## src/rtl/sys_defs.sv

```systemverilog
// sys_defs: types shared by the dispatch, ROB and retire stages.
package sys_defs;
  localparam int XLEN   = 32;
  localparam int PHYS_W = 6;
  localparam int GHR_W  = 8;
  typedef logic [XLEN-1:0]   ADDR;
  typedef logic [GHR_W-1:0]  GHR;
  typedef logic [PHYS_W-1:0] PHYS_TAG;
  typedef logic [4:0]        ARCH_REG;
  typedef enum logic [3:0] {
    NO_ERROR            = 4'd0,
    INST_ADDR_MISALIGN  = 4'd1,
    INST_ACCESS_FAULT   = 4'd2,
    ILLEGAL_INST        = 4'd3,
    BREAKPOINT          = 4'd4,
    LOAD_ADDR_MISALIGN  = 4'd5,
    LOAD_ACCESS_FAULT   = 4'd6,
    STORE_ADDR_MISALIGN = 4'd7,
    STORE_ACCESS_FAULT  = 4'd8,
    ECALL               = 4'd9
  } EXCEPTION_CODE;
  typedef enum logic [1:0] {RUN, FLUSH, HALTED} RETIRE_STATE;
  typedef struct packed {
    logic          valid;
    logic          complete;
    ADDR           pc;
    ARCH_REG       arch_rd;
    PHYS_TAG       phys_rd;
    PHYS_TAG       prev_phys_rd;
    logic          uses_rd;
    logic          is_store;
    logic          is_branch;
    logic          pred_taken;
    ADDR           pred_target;
    logic          branch_taken;
    ADDR           branch_target;
    GHR            ghr_snapshot;
    logic          halt;
    EXCEPTION_CODE exception;
  } ROB_ENTRY;
  typedef struct packed {
    logic    valid;
    ARCH_REG addr;
    PHYS_TAG phys_reg;
  } ARCH_MAP_WRITE;
  // x0 is hardwired, so it never allocates nor frees a physical register
  function automatic logic writes_rd(ROB_ENTRY e);
    return e.uses_rd && e.arch_rd != '0;
  endfunction
endpackage

```

## src/rtl/retire_mispredict_check.sv

```systemverilog
// retire_mispredict_check: per-entry branch mispredict flag and the correct redirect target.
module retire_mispredict_check
  import sys_defs::*;
(
  input  ROB_ENTRY entry,
  output logic     mispredict,
  output ADDR      redirect_pc
);
  always_comb begin
    mispredict  = entry.is_branch && (entry.branch_taken != entry.pred_taken ||
                  (entry.branch_taken && entry.branch_target != entry.pred_target));
    redirect_pc = entry.branch_taken ? entry.branch_target : entry.pc + ADDR'(4);
  end
endmodule

```

## src/rtl/stage_retire.sv

```systemverilog
// stage_retire: in-order commit of the longest complete ROB head prefix, with flush and halt handling.
module stage_retire
  import sys_defs::*;
#(
  parameter  int N     = 2,
  parameter  int CNT_W = 32,
  localparam int CW    = $clog2(N + 1)
) (
  input  logic          clock,
  input  logic          reset,
  input  ROB_ENTRY      rob_head_entries [N],
  input  logic [CW-1:0] rob_head_valid_count,
  input  logic          store_commit_ready,
  output logic [CW-1:0] retire_count,
  output logic [N-1:0]  free_valid,
  output PHYS_TAG       free_tag [N],
  output ARCH_MAP_WRITE arch_map_write [N],
  output logic          store_commit,
  output logic          flush_valid,
  output ADDR           flush_pc,
  output GHR            flush_ghr,
  output logic          halted,
  output EXCEPTION_CODE halt_exception,
  output logic [CNT_W-1:0] retired_insts
);
  RETIRE_STATE      state_q, state_d;
  logic             flush_valid_q, flush_valid_d;
  ADDR              flush_pc_q, flush_pc_d;
  GHR               flush_ghr_q, flush_ghr_d;
  logic             halted_q, halted_d;
  EXCEPTION_CODE    halt_exc_q, halt_exc_d;
  logic [CNT_W-1:0] retired_q, retired_d;
  logic [N-1:0]     mp;
  ADDR              redirect [N];
  logic             stop, hit_halt, hit_mp;
  ADDR              hit_pc;
  GHR               hit_ghr;
  EXCEPTION_CODE    hit_exc;
  ROB_ENTRY         e;
  for (genvar i = 0; i < N; i++) begin : g_chk
    retire_mispredict_check u_chk (
      .entry       (rob_head_entries[i]),
      .mispredict  (mp[i]),
      .redirect_pc (redirect[i])
    );
  end
  // Scan oldest-first; a terminating lane retires and then blocks all younger lanes.
  always_comb begin
    retire_count = '0;
    free_valid   = '0;
    store_commit = 1'b0;
    hit_halt     = 1'b0;
    hit_mp       = 1'b0;
    hit_pc       = '0;
    hit_ghr      = '0;
    hit_exc      = NO_ERROR;
    e            = '0;
    stop         = !reset || state_q != RUN;
    for (int i = 0; i < N; i++) begin
      e                 = rob_head_entries[i];
      free_tag[i]       = '0;
      arch_map_write[i] = '0;
      if (i >= int'(rob_head_valid_count) || !e.valid || !e.complete ||
          (e.is_store && (store_commit || !store_commit_ready)))
        stop = 1'b1;
      if (!stop) begin
        retire_count = retire_count + CW'(1);
        store_commit = store_commit | e.is_store;
        if (writes_rd(e)) begin
          free_valid[i]     = 1'b1;
          free_tag[i]       = e.prev_phys_rd;
          arch_map_write[i] = '{valid: 1'b1, addr: e.arch_rd, phys_reg: e.phys_rd};
        end
        if (e.halt || e.exception != NO_ERROR) begin
          hit_halt = 1'b1;
          hit_exc  = e.exception;
          stop     = 1'b1;
        end else if (mp[i]) begin
          hit_mp  = 1'b1;
          hit_pc  = redirect[i];
          hit_ghr = e.ghr_snapshot;
          stop    = 1'b1;
        end
      end
    end
  end
  always_comb begin
    state_d       = hit_halt ? HALTED : hit_mp ? FLUSH : state_q == FLUSH ? RUN : state_q;
    flush_valid_d = hit_mp;
    flush_pc_d    = hit_mp ? hit_pc : flush_pc_q;
    flush_ghr_d   = hit_mp ? hit_ghr : flush_ghr_q;
    halted_d      = halted_q | hit_halt;
    halt_exc_d    = hit_halt ? hit_exc : halt_exc_q;
    retired_d     = retired_q + CNT_W'(retire_count);
  end
  always_ff @(posedge clock or negedge reset) begin
    if (!reset) begin
      state_q       <= RUN;
      flush_valid_q <= 1'b0;
      flush_pc_q    <= '0;
      flush_ghr_q   <= '0;
      halted_q      <= 1'b0;
      halt_exc_q    <= NO_ERROR;
      retired_q     <= '0;
    end else begin
      state_q       <= state_d;
      flush_valid_q <= flush_valid_d;
      flush_pc_q    <= flush_pc_d;
      flush_ghr_q   <= flush_ghr_d;
      halted_q      <= halted_d;
      halt_exc_q    <= halt_exc_d;
      retired_q     <= retired_d;
    end
  end
  assign flush_valid    = flush_valid_q;
  assign flush_pc       = flush_pc_q;
  assign flush_ghr      = flush_ghr_q;
  assign halted         = halted_q;
  assign halt_exception = halt_exc_q;
  assign retired_insts  = retired_q;
endmodule
```

## config.mk

```make
export PLATFORM = sky130hd
export DESIGN_NAME = stage_retire
export DESIGN_NICKNAME = d
export VERILOG_FILES = /design/src/rtl/sys_defs.sv /design/src/rtl/retire_mispredict_check.sv /design/src/rtl/stage_retire.sv
export SDC_FILE = /design/constraint.sdc
export NUM_CORES = 1
export LEC_CHECK = 0
export BUFFER_PORTS_ARGS = -buffer_cell sky130_fd_sc_hd__buf_2
export CAP_MARGIN = 5
export CORE_AREA = 2 2 152 154
export CTS_CLUSTER_SIZE = 14
export DETAILED_ROUTE_END_ITERATION = 12
export DIE_AREA = 0 0 154 156
export HOLD_SLACK_MARGIN = 0.03
export SYNTH_ARGS = -nofsm -noshare
export SYNTH_HDL_FRONTEND = slang
export SYNTH_SLANG_ARGS = --single-unit
export TNS_END_PERCENT = 30
```

## constraint.sdc

```tcl
create_clock -name clock -period 3.7 [get_ports clock]
set_input_delay 0.37 -clock clock [delete_from_list [all_inputs] [get_ports clock]]
set_output_delay 0.37 -clock clock [all_outputs]
set_load 0.05 [all_outputs]
```

==> run summary, run 1 <==
The flow ran to the end, but the final reports show violations. The final reports fail on design-rule violations. The number of instances in the synthesized netlist is 739. Ranked by total cell area, the synthesized netlist is headed by dfrtp_1, xor2_1, xnor2_1.

The headroom to the max-slew limit is 0.469. The number of nets in the synthesized netlist is a little over 1000. Of the total power, the share spent switching nets is 0.329. Using the TritonRoute via totals, the vias-per-cell ratio works out to 4.95. The core area is 22400 um2. The type of the most critical hold path is input port to asynchronous set/reset pin.

The count of nets left with antenna violations once routing finished came out at 0. The global router's overall resource usage came out at 0.215. The CTS tree is done.

Between clock sinks in the finished design, the worst skew comes to around 0.007 ns. The part of the total power dissipated in the clock network is 0.377. Counting the buffers created by CTS gives 9. The clock drives 80 sinks. The post-synthesis register bit count came out at 80. The most used flip-flop cell after synthesis is dfrtp_1. After the last flow step, the layout net total stands at around 1400. The HPWL after detailed placement came out at between 20000 and 25000 um. The wire length of the first global-routing pass is between 30000 and 40000 um.

Setup repair after global routing left no endpoint under its margin. The final critical-path required period came out at around 3.3 ns. The deepest level of the CTS H-tree is 3. For this run, design rule violations remaining after detail routing come to 1. The area of the die came out at between 20000 and 25000 um2. The final count of pins violating max slew came out at 0. The worst setup path category is input port to register. The reported max-cap violation count is 0. The total number of placement rows is 55. The type of origin of the critical path is an input port.

The top fanout value on the critical path came out at 3. IR analysis of the VDD net gives a maximum drop of around 0.17 mV. The starting DRC count in detailed routing is about 370. The filler cell count in the final layout came out at ~2300. The layout overhead on the synthesized area came out at 42.8%. The effective utilization at floorplan is 0.285. The async set-reset flop share out of synthesis came out at 1.00. The total cell area at the placement stage came out at 8750 um2. The number of distinct library cells after synthesis came out at 56. Of all cell types, the one taking the most synthesized area is dfrtp_1. The finished cells cover just over 9000 um2. During I/O placement, the number of pins put on the boundary was 390. The timing-limited maximum frequency is around 0.3 GHz. The maximum count of clock buffers along a single path is 2. The design internal power came out at around 1.9 mW. The net switching power came out at 910 uW. The synthesized area per cell is ~8.6 um2. Traced cell by cell, the critical path runs through buf_2 -> xor2_1 -> nor4_2 -> nand4_1 -> nor3_2 -> buf_4 -> o21a_1 -> ha_4 -> ha_1 -> inv_1 -> fa_1 -> nor2_1 -> and2_1 -> nor2b_1 -> and3_1 -> nand3_1 -> xnor2_1. Clock-pin slew was measured on the worst setup and hold paths at 0.06 ns. The share of cells above drive strength 1 is 0.397. Setup violations remaining at the end of the flow were counted as 0. The via count of the first global-routing pass came to just under 7000. The delay contributed by the slowest stage of the critical path is roughly 0.41 ns. The power density relative to cell area is 304 nW/um2.

Before antenna repair, the detailed router went through 8 iterations. The number of buffers and inverters on the critical path is 3. Of the available clock period, the critical path in the final layout requires 0.903. The height of the die came out at between 150 and 200 um.

The synthesized design contains 0 enable-type register cells. Among all cell types in the netlist, the one instantiated most often is xor2_1. The slowest stage of the critical path belongs to the cell nor4_2. Summed over all cells, the static leakage comes to 4.86 nW. The via count is roughly 7000.

The count of buffers inserted at the top-level ports came out at approximately 390. Summed over all layers, the global routing overflow is 0. The wire length per cell came out at around 19 um. CTS placed an instance of clkbuf_16 at the clock tree root. The sequential share of the synthesized area is 0.314.

The transition time at the pin with the least slew margin is 0.790 ns. The combinational cell fraction of total power came out at 0.275. Broken down by cell family, the worst path's largest delay share belongs to simple AND/OR/NAND/NOR gates. The sequential cell fraction of total power is 0.348. The routability-driven placement congestion ratio is between 0.9 and 1. The synthesized cell area came out at 6380 um2. The total power is ~2.8 mW. The total of warnings raised by yosys came out at 0. The insertion delay to the later sink of the worst-skew pair came out at between 0.3 and 0.4 ns. The number of failing hold endpoints at the final stage came out at 0. The initial antenna violation count came out at 0. The routed wire length is 27000 um. After synthesis, the most frequently instantiated cells are xor2_1, dfrtp_1, nand2_1. Measured along the x axis, the die boundary spans 154 um. The required time reported for the critical path endpoint came out at a little under 4 ns. STA classifies the critical path endpoint as a register. The pin count of the biggest net entering global routing came out at 54. Of the post-synthesis cell area, the dominant cell type holds 0.314. The worst endpoint data arrival time is 3.57 ns. The number of antenna repair diodes is 0. The sum of negative setup slack came out at 0 ns.
-- power groups by stage --
stage          sequential [mW]  combinational [mW]  clock (mW)
6_report                 0.963               0.760        1.04
5_1_grt                  0.971               0.818        1.10
4_1_cts                  0.963               0.765        1.07
3_5_place_dp             0.979               0.762           0
3_3_place_gp             0.979               0.758           0
2_1_floorplan             1.15               0.220           0
-- cells by family after synthesis --
family          count (synthesis)  share of synthesized area
fa+ha+maj                       6                     0.0129
xor+xnor                      148                      0.203
compound gates                109                      0.111
buf+inv                        45                     0.0316
mux                            45                     0.0716
flops                          80                      0.314
simple gates                  306                      0.256
-- worst reg2reg max path, cell delays in order, from the launching register on --
cell     delay, ns
dfrtp_1       0.40
nor4b_4       0.29
and3_1        0.24
o21a_1        0.20
ha_4          0.14
ha_1          0.15
inv_1         0.05
fa_1          0.41
nor2_1        0.18
and2_1        0.16
nor2b_1       0.16
and3_1        0.19
nand3_1       0.10
xnor2_1       0.15
-- layout by cell type, fill, tap and decap left out, types with 4 or more instances in the layout --
master / count
ha_1: 4
o21ai_0: 26
nand2_1: 74
o211ai_1: 7
xnor2_1: 58
inv_1: 15
a22o_1: 7
o22ai_1: 10
mux2_2: 5
nor2_1: 43
nand4_1: 16
mux2i_1: 40
a21oi_1: 22
nor3_1: 14
buf_2: 388
nand3_1: 42
and2_1: 30
buf_4: 27
nand2b_1: 4
dfrtp_1: 80
a21o_1: 16
nor4_1: 19
and4_1: 8
clkbuf_16: 9
and3_1: 30
xor2_1: 90
-- worst paths after layout --
kind                                        start                          end  slack [ns]  cells past startpoint
setup / recovery            rob_head_entries[192]  retired_insts[18]$_DFF_PN0_        0.36                     17
hold / removal                              reset  retired_insts[17]$_DFF_PN0_        0.07                      2
setup reg to reg           state_q[0]$_DFFE_PN0P_  retired_insts[18]$_DFF_PN0_        0.76                     13
hold reg to reg                  halted$_DFF_PN0_             halted$_DFF_PN0_        0.47                      1
max in group asynchronous                   reset      flush_pc[2]$_DFFE_PN0P_        2.56                      3
min in group clock           rob_head_entries[12]     flush_ghr[7]$_DFFE_PN0P_        0.26                      2
-- sequential cells by signal, indices dropped and copies added, names as in the netlist --
| register | count |
|---|---|
| flush_pc | 32 |
| retired_insts | 32 |
| flush_ghr | 8 |
| halt_exception | 4 |
| state_q | 2 |
| flush_valid | 1 |
| halted | 1 |
-- area by class of cell --
class	instances	area [um2]	area share
multi-input cells	614	4210	0.462
repair buffers	415	2140	0.235
clock inverters	6	116	0.0128
clock buffers	9	225	0.0247
inverters	15	56.3	0.00618
well taps	285	357	0.0392
flip-flops and latches	80	2000	0.220
-- metrics by stage --
step                 util  std cells  hold slack, ns  setup slack, ns
floorplan               -        739          0.0744          0.00404
detailed placement  0.391       1409           0.448          -0.0773
finish              0.407       1424          0.0653            0.357
global route        0.407       1424          0.0849           0.0444
global placement    0.391       1409           0.445          0.00559
CTS                 0.407       1424          0.0744            0.282
-- metal layers --
metal / track usage / vias to the layer above / share of wire / wire length [um]
met1: 0.273 / 3312 / 0.42 / 11300
met3: 0.0514 / 28 / 0.070 / 1880
met2: 0.366 / 299 / 0.49 / 13200
met4: 0.0587 / 0 / 0.022 / 603
li1: - / 3405 / - / -
met5: 0 / - / 0 / 0
-- timing repair --
item | CTS | global route
endpoints found under the setup margin | 0 | 2
hold buffers | 0 | 0
resized for setup | 0 | 2
setup buffers | 0 | 0
(Power assumes the default switching activity.)
==> run 2, diff against run 1 <==
--- a/config.mk
+++ b/config.mk
@@ -6,12 +6,14 @@
 export NUM_CORES = 1
 export LEC_CHECK = 0
 export BUFFER_PORTS_ARGS = -buffer_cell sky130_fd_sc_hd__buf_2
-export CAP_MARGIN = 5
-export CORE_AREA = 2 2 152 154
+export CAP_MARGIN = 20
+export CELL_PAD_IN_SITES_DETAIL_PLACEMENT = 0
+export CELL_PAD_IN_SITES_GLOBAL_PLACEMENT = 2
+export CORE_UTILIZATION = 23
 export CTS_CLUSTER_SIZE = 14
 export DETAILED_ROUTE_END_ITERATION = 12
-export DIE_AREA = 0 0 154 156
 export HOLD_SLACK_MARGIN = 0.03
+export PLACE_DENSITY_LB_ADDON = 0.1
 export SYNTH_ARGS = -nofsm -noshare
 export SYNTH_HDL_FRONTEND = slang
 export SYNTH_SLANG_ARGS = --single-unit
==> run summary, run 2 (synthesis results as in run 1) <==
For this run, global-route usage on met3 was measured as 0.0477. The run finished with clean final reports. The worst setup path is launched from an input port.

The routability-driven placement congestion ratio came out at about 0.79. The worst setup slack before clock tree synthesis came out at approximately 0.034 ns. The via count of the first global-routing pass came out at approximately 7000. The effective utilization at floorplan is 0.235. The share of cells above drive strength 1 came out at 0.397. The number of buffers and inverters on the critical path is 3.

The via count is 6714. Setup repair after global routing left no endpoint under its margin. The headroom to the max-slew limit is 0.478.

VDD sags by at most roughly 0.21 mV. The number of failing hold endpoints at the final stage is 0. The worst register-to-register path has a setup slack of 0.65 ns. For this run, the detailed router's first-pass iteration total came to 4.

The total number of placement rows came out at 60. The die is between 150 and 200 um wide. The filler cell count in the final layout is between 2000 and 3000. The CTS sink count is 80.

The setup fix buffers added after clock tree synthesis came out at 0. The setup clock skew after layout is around 0.011 ns. The initial antenna violation count came to 1. The met1 usage came out at 0.233. The total overflow reported by the global router came out at 0. Once routing completed, OpenROAD measured the worst setup slack at ~0.45 ns. The final count of pins violating max slew came to 0. The area of the die came out at approximately 28000 um2. The part of the total power dissipated in the clock network came out at 0.372.

The design internal power is between 1.5 and 2 mW. The delay contributed by the slowest stage of the critical path came out at about 0.41 ns. The met2 routing resource usage after global routing came out at 0.354. The type of the most critical hold path is input port to asynchronous set/reset pin. The power density relative to cell area is ~290 nW/um2. The top fanout value on the critical path came out at 3.

The kind of capture point of the worst setup path is a register. The kind of cell with the highest combined delay on the critical path is simple AND/OR/NAND/NOR gates. Dividing the detail-routed wire length by the instance count gives about 19 um.

After global routing, the most crowded layer is met2. Using the TritonRoute via totals, the vias-per-cell ratio works out to 4.43. The library cell used most frequently in the layout, excluding fill and tap cells, is buf_2. The reported leakage power came out at roughly 5 nW. In this run, the number of DRC markers left after iteration 0 of detailed routing was between 300 and 400.

Buffers inserted during clock tree synthesis total 9. The number of failing setup endpoints in the final timing report came out at 0. The maximum count of clock buffers along a single path is 2. The timing-limited maximum frequency came out at ~0.31 GHz. The final clock period utilization by the worst path came out at 0.879. The count of buffers inserted at the top-level ports is roughly 400. The placed cell count came out at 1498. After layout, the design draws a total of 2.72 mW. The HPWL after detailed placement is about 24000 um.

The combinational cell fraction of total power is 0.274. The CTS tree is done. Of the total power, the share spent switching nets is 0.338. The number of cells in the finished layout apart from fillers came out at ~1500. The clock root buffer is clkbuf_16. The deepest level of the CTS H-tree is 3. The number of hold buffers added after CTS came out at 0.

The area growth from synthesis to layout is 44.7%. For this design the total switching power over the nets is roughly 900 uW. Registers take about 2000 um2. The worst setup path category is input port to register. The total of cells resized after clock tree synthesis is 0. For the pin with the worst max-slew slack, the measured transition is just under 0.8 ns. The net total in the final layout came out at approximately 1400.

Among all stages on the critical path, the largest delay is contributed by fa_1. For the final routed database, the setup TNS stands at 0 ns. Walking the worst path, the cells encountered are buf_2 -> xor2_1 -> nor4_1 -> nand4_1 -> nor3_2 -> buf_4 -> o21a_1 -> ha_4 -> ha_1 -> inv_1 -> fa_1 -> nor2_1 -> and2_1 -> nor2b_1 -> and3_1 -> nand3_1 -> xnor2_1. The sequential cell fraction of total power came out at 0.354. The routed wire length came out at 28100 um.

The die is about 170 um tall. The floorplan step defined a core boundary enclosing about 27000 um2. Max-cap violations in this run came to 0. The worst slack on hold paths is about 0.10 ns. The wire length of the first global-routing pass is 41400 um. The multi-input combinational cell area is between 4000 and 5000 um2. The top cell types in the final layout, fill and taps aside, are buf_2, xor2_1, dfrtp_1. For the worst-skew pair, the clock arrives at the later sink with an insertion delay of roughly 0.35 ns. The global router's overall resource usage is 0.195. The required time reported for the critical path endpoint came out at about 3.9 ns. The clock transition at the registers of the reported paths is roughly 0.07 ns. The pin count of the biggest net entering global routing is 54.

between 300 and 400 I/O pins were placed. The final critical-path required period is 3.25 ns. The worst endpoint data arrival time came out at 3.48 ns.

The post-route antenna net violation count came out at 0. The post-route DRC violation count came out at 0.
==> run 2: cell count changes in the layout (fill, tap and decap cells not counted), sizes merged <==
cell and change:
clkinvlp +1, inv +3, clkinv -2, buf +2, bufinv -1, diode +1
==> run 2: through the flow <==
stage,area (um2),utilization
floorplan,6390,-
global placement,8880,0.328
detailed placement,8900,0.328
CTS,9230,0.341
global route,9230,0.341
finish,9230,0.341
==> run 2: power groups by stage <==
stage                     logic, mW  clock network [mW]  registers [mW]
after floorplan               0.220                   0            1.15
after global placement        0.761                   0           0.978
after detailed placement      0.758                   0           0.980
after CTS                     0.761                1.05           0.963
after global routing          0.807                1.08           0.972
final                         0.745                1.01           0.963
==> run 2: final cells by class <==
| cell class | instances | area share |
|---|---|---|
| Clock inverter | 7 | 0.0119 |
| Timing Repair Buffer | 417 | 0.236 |
| Antenna cell | 1 | 0.000271 |
| Sequential cell | 80 | 0.217 |
| Tap cell | 372 | 0.0504 |
| Inverter | 15 | 0.00610 |
| Multi-Input combinational cell | 614 | 0.454 |
| Clock buffer | 9 | 0.0244 |
==> run 2: layer usage <==
metal,share of wire,vias up
met2,0.52,211
met4,0.0093,0
li1,-,3418
met3,0.062,12
met1,0.41,3073
met5,0,-
==> run 2: final timing paths <==
kind | from | endpoint | cells after the start
max in group asynchronous | reset | flush_pc[21]$_DFFE_PN0P_ | 3
max reg2reg | state_q[0]$_DFFE_PN0P_ | retired_insts[18]$_DFF_PN0_ | 13
min reg2reg | retired_insts[31]$_DFF_PN0_ | retired_insts[31]$_DFF_PN0_ | 1
min | reset | retired_insts[19]$_DFF_PN0_ | 2
min in group clock | rob_head_entries[12] | flush_ghr[7]$_DFFE_PN0P_ | 2
max | rob_head_entries[192] | retired_insts[18]$_DFF_PN0_ | 17
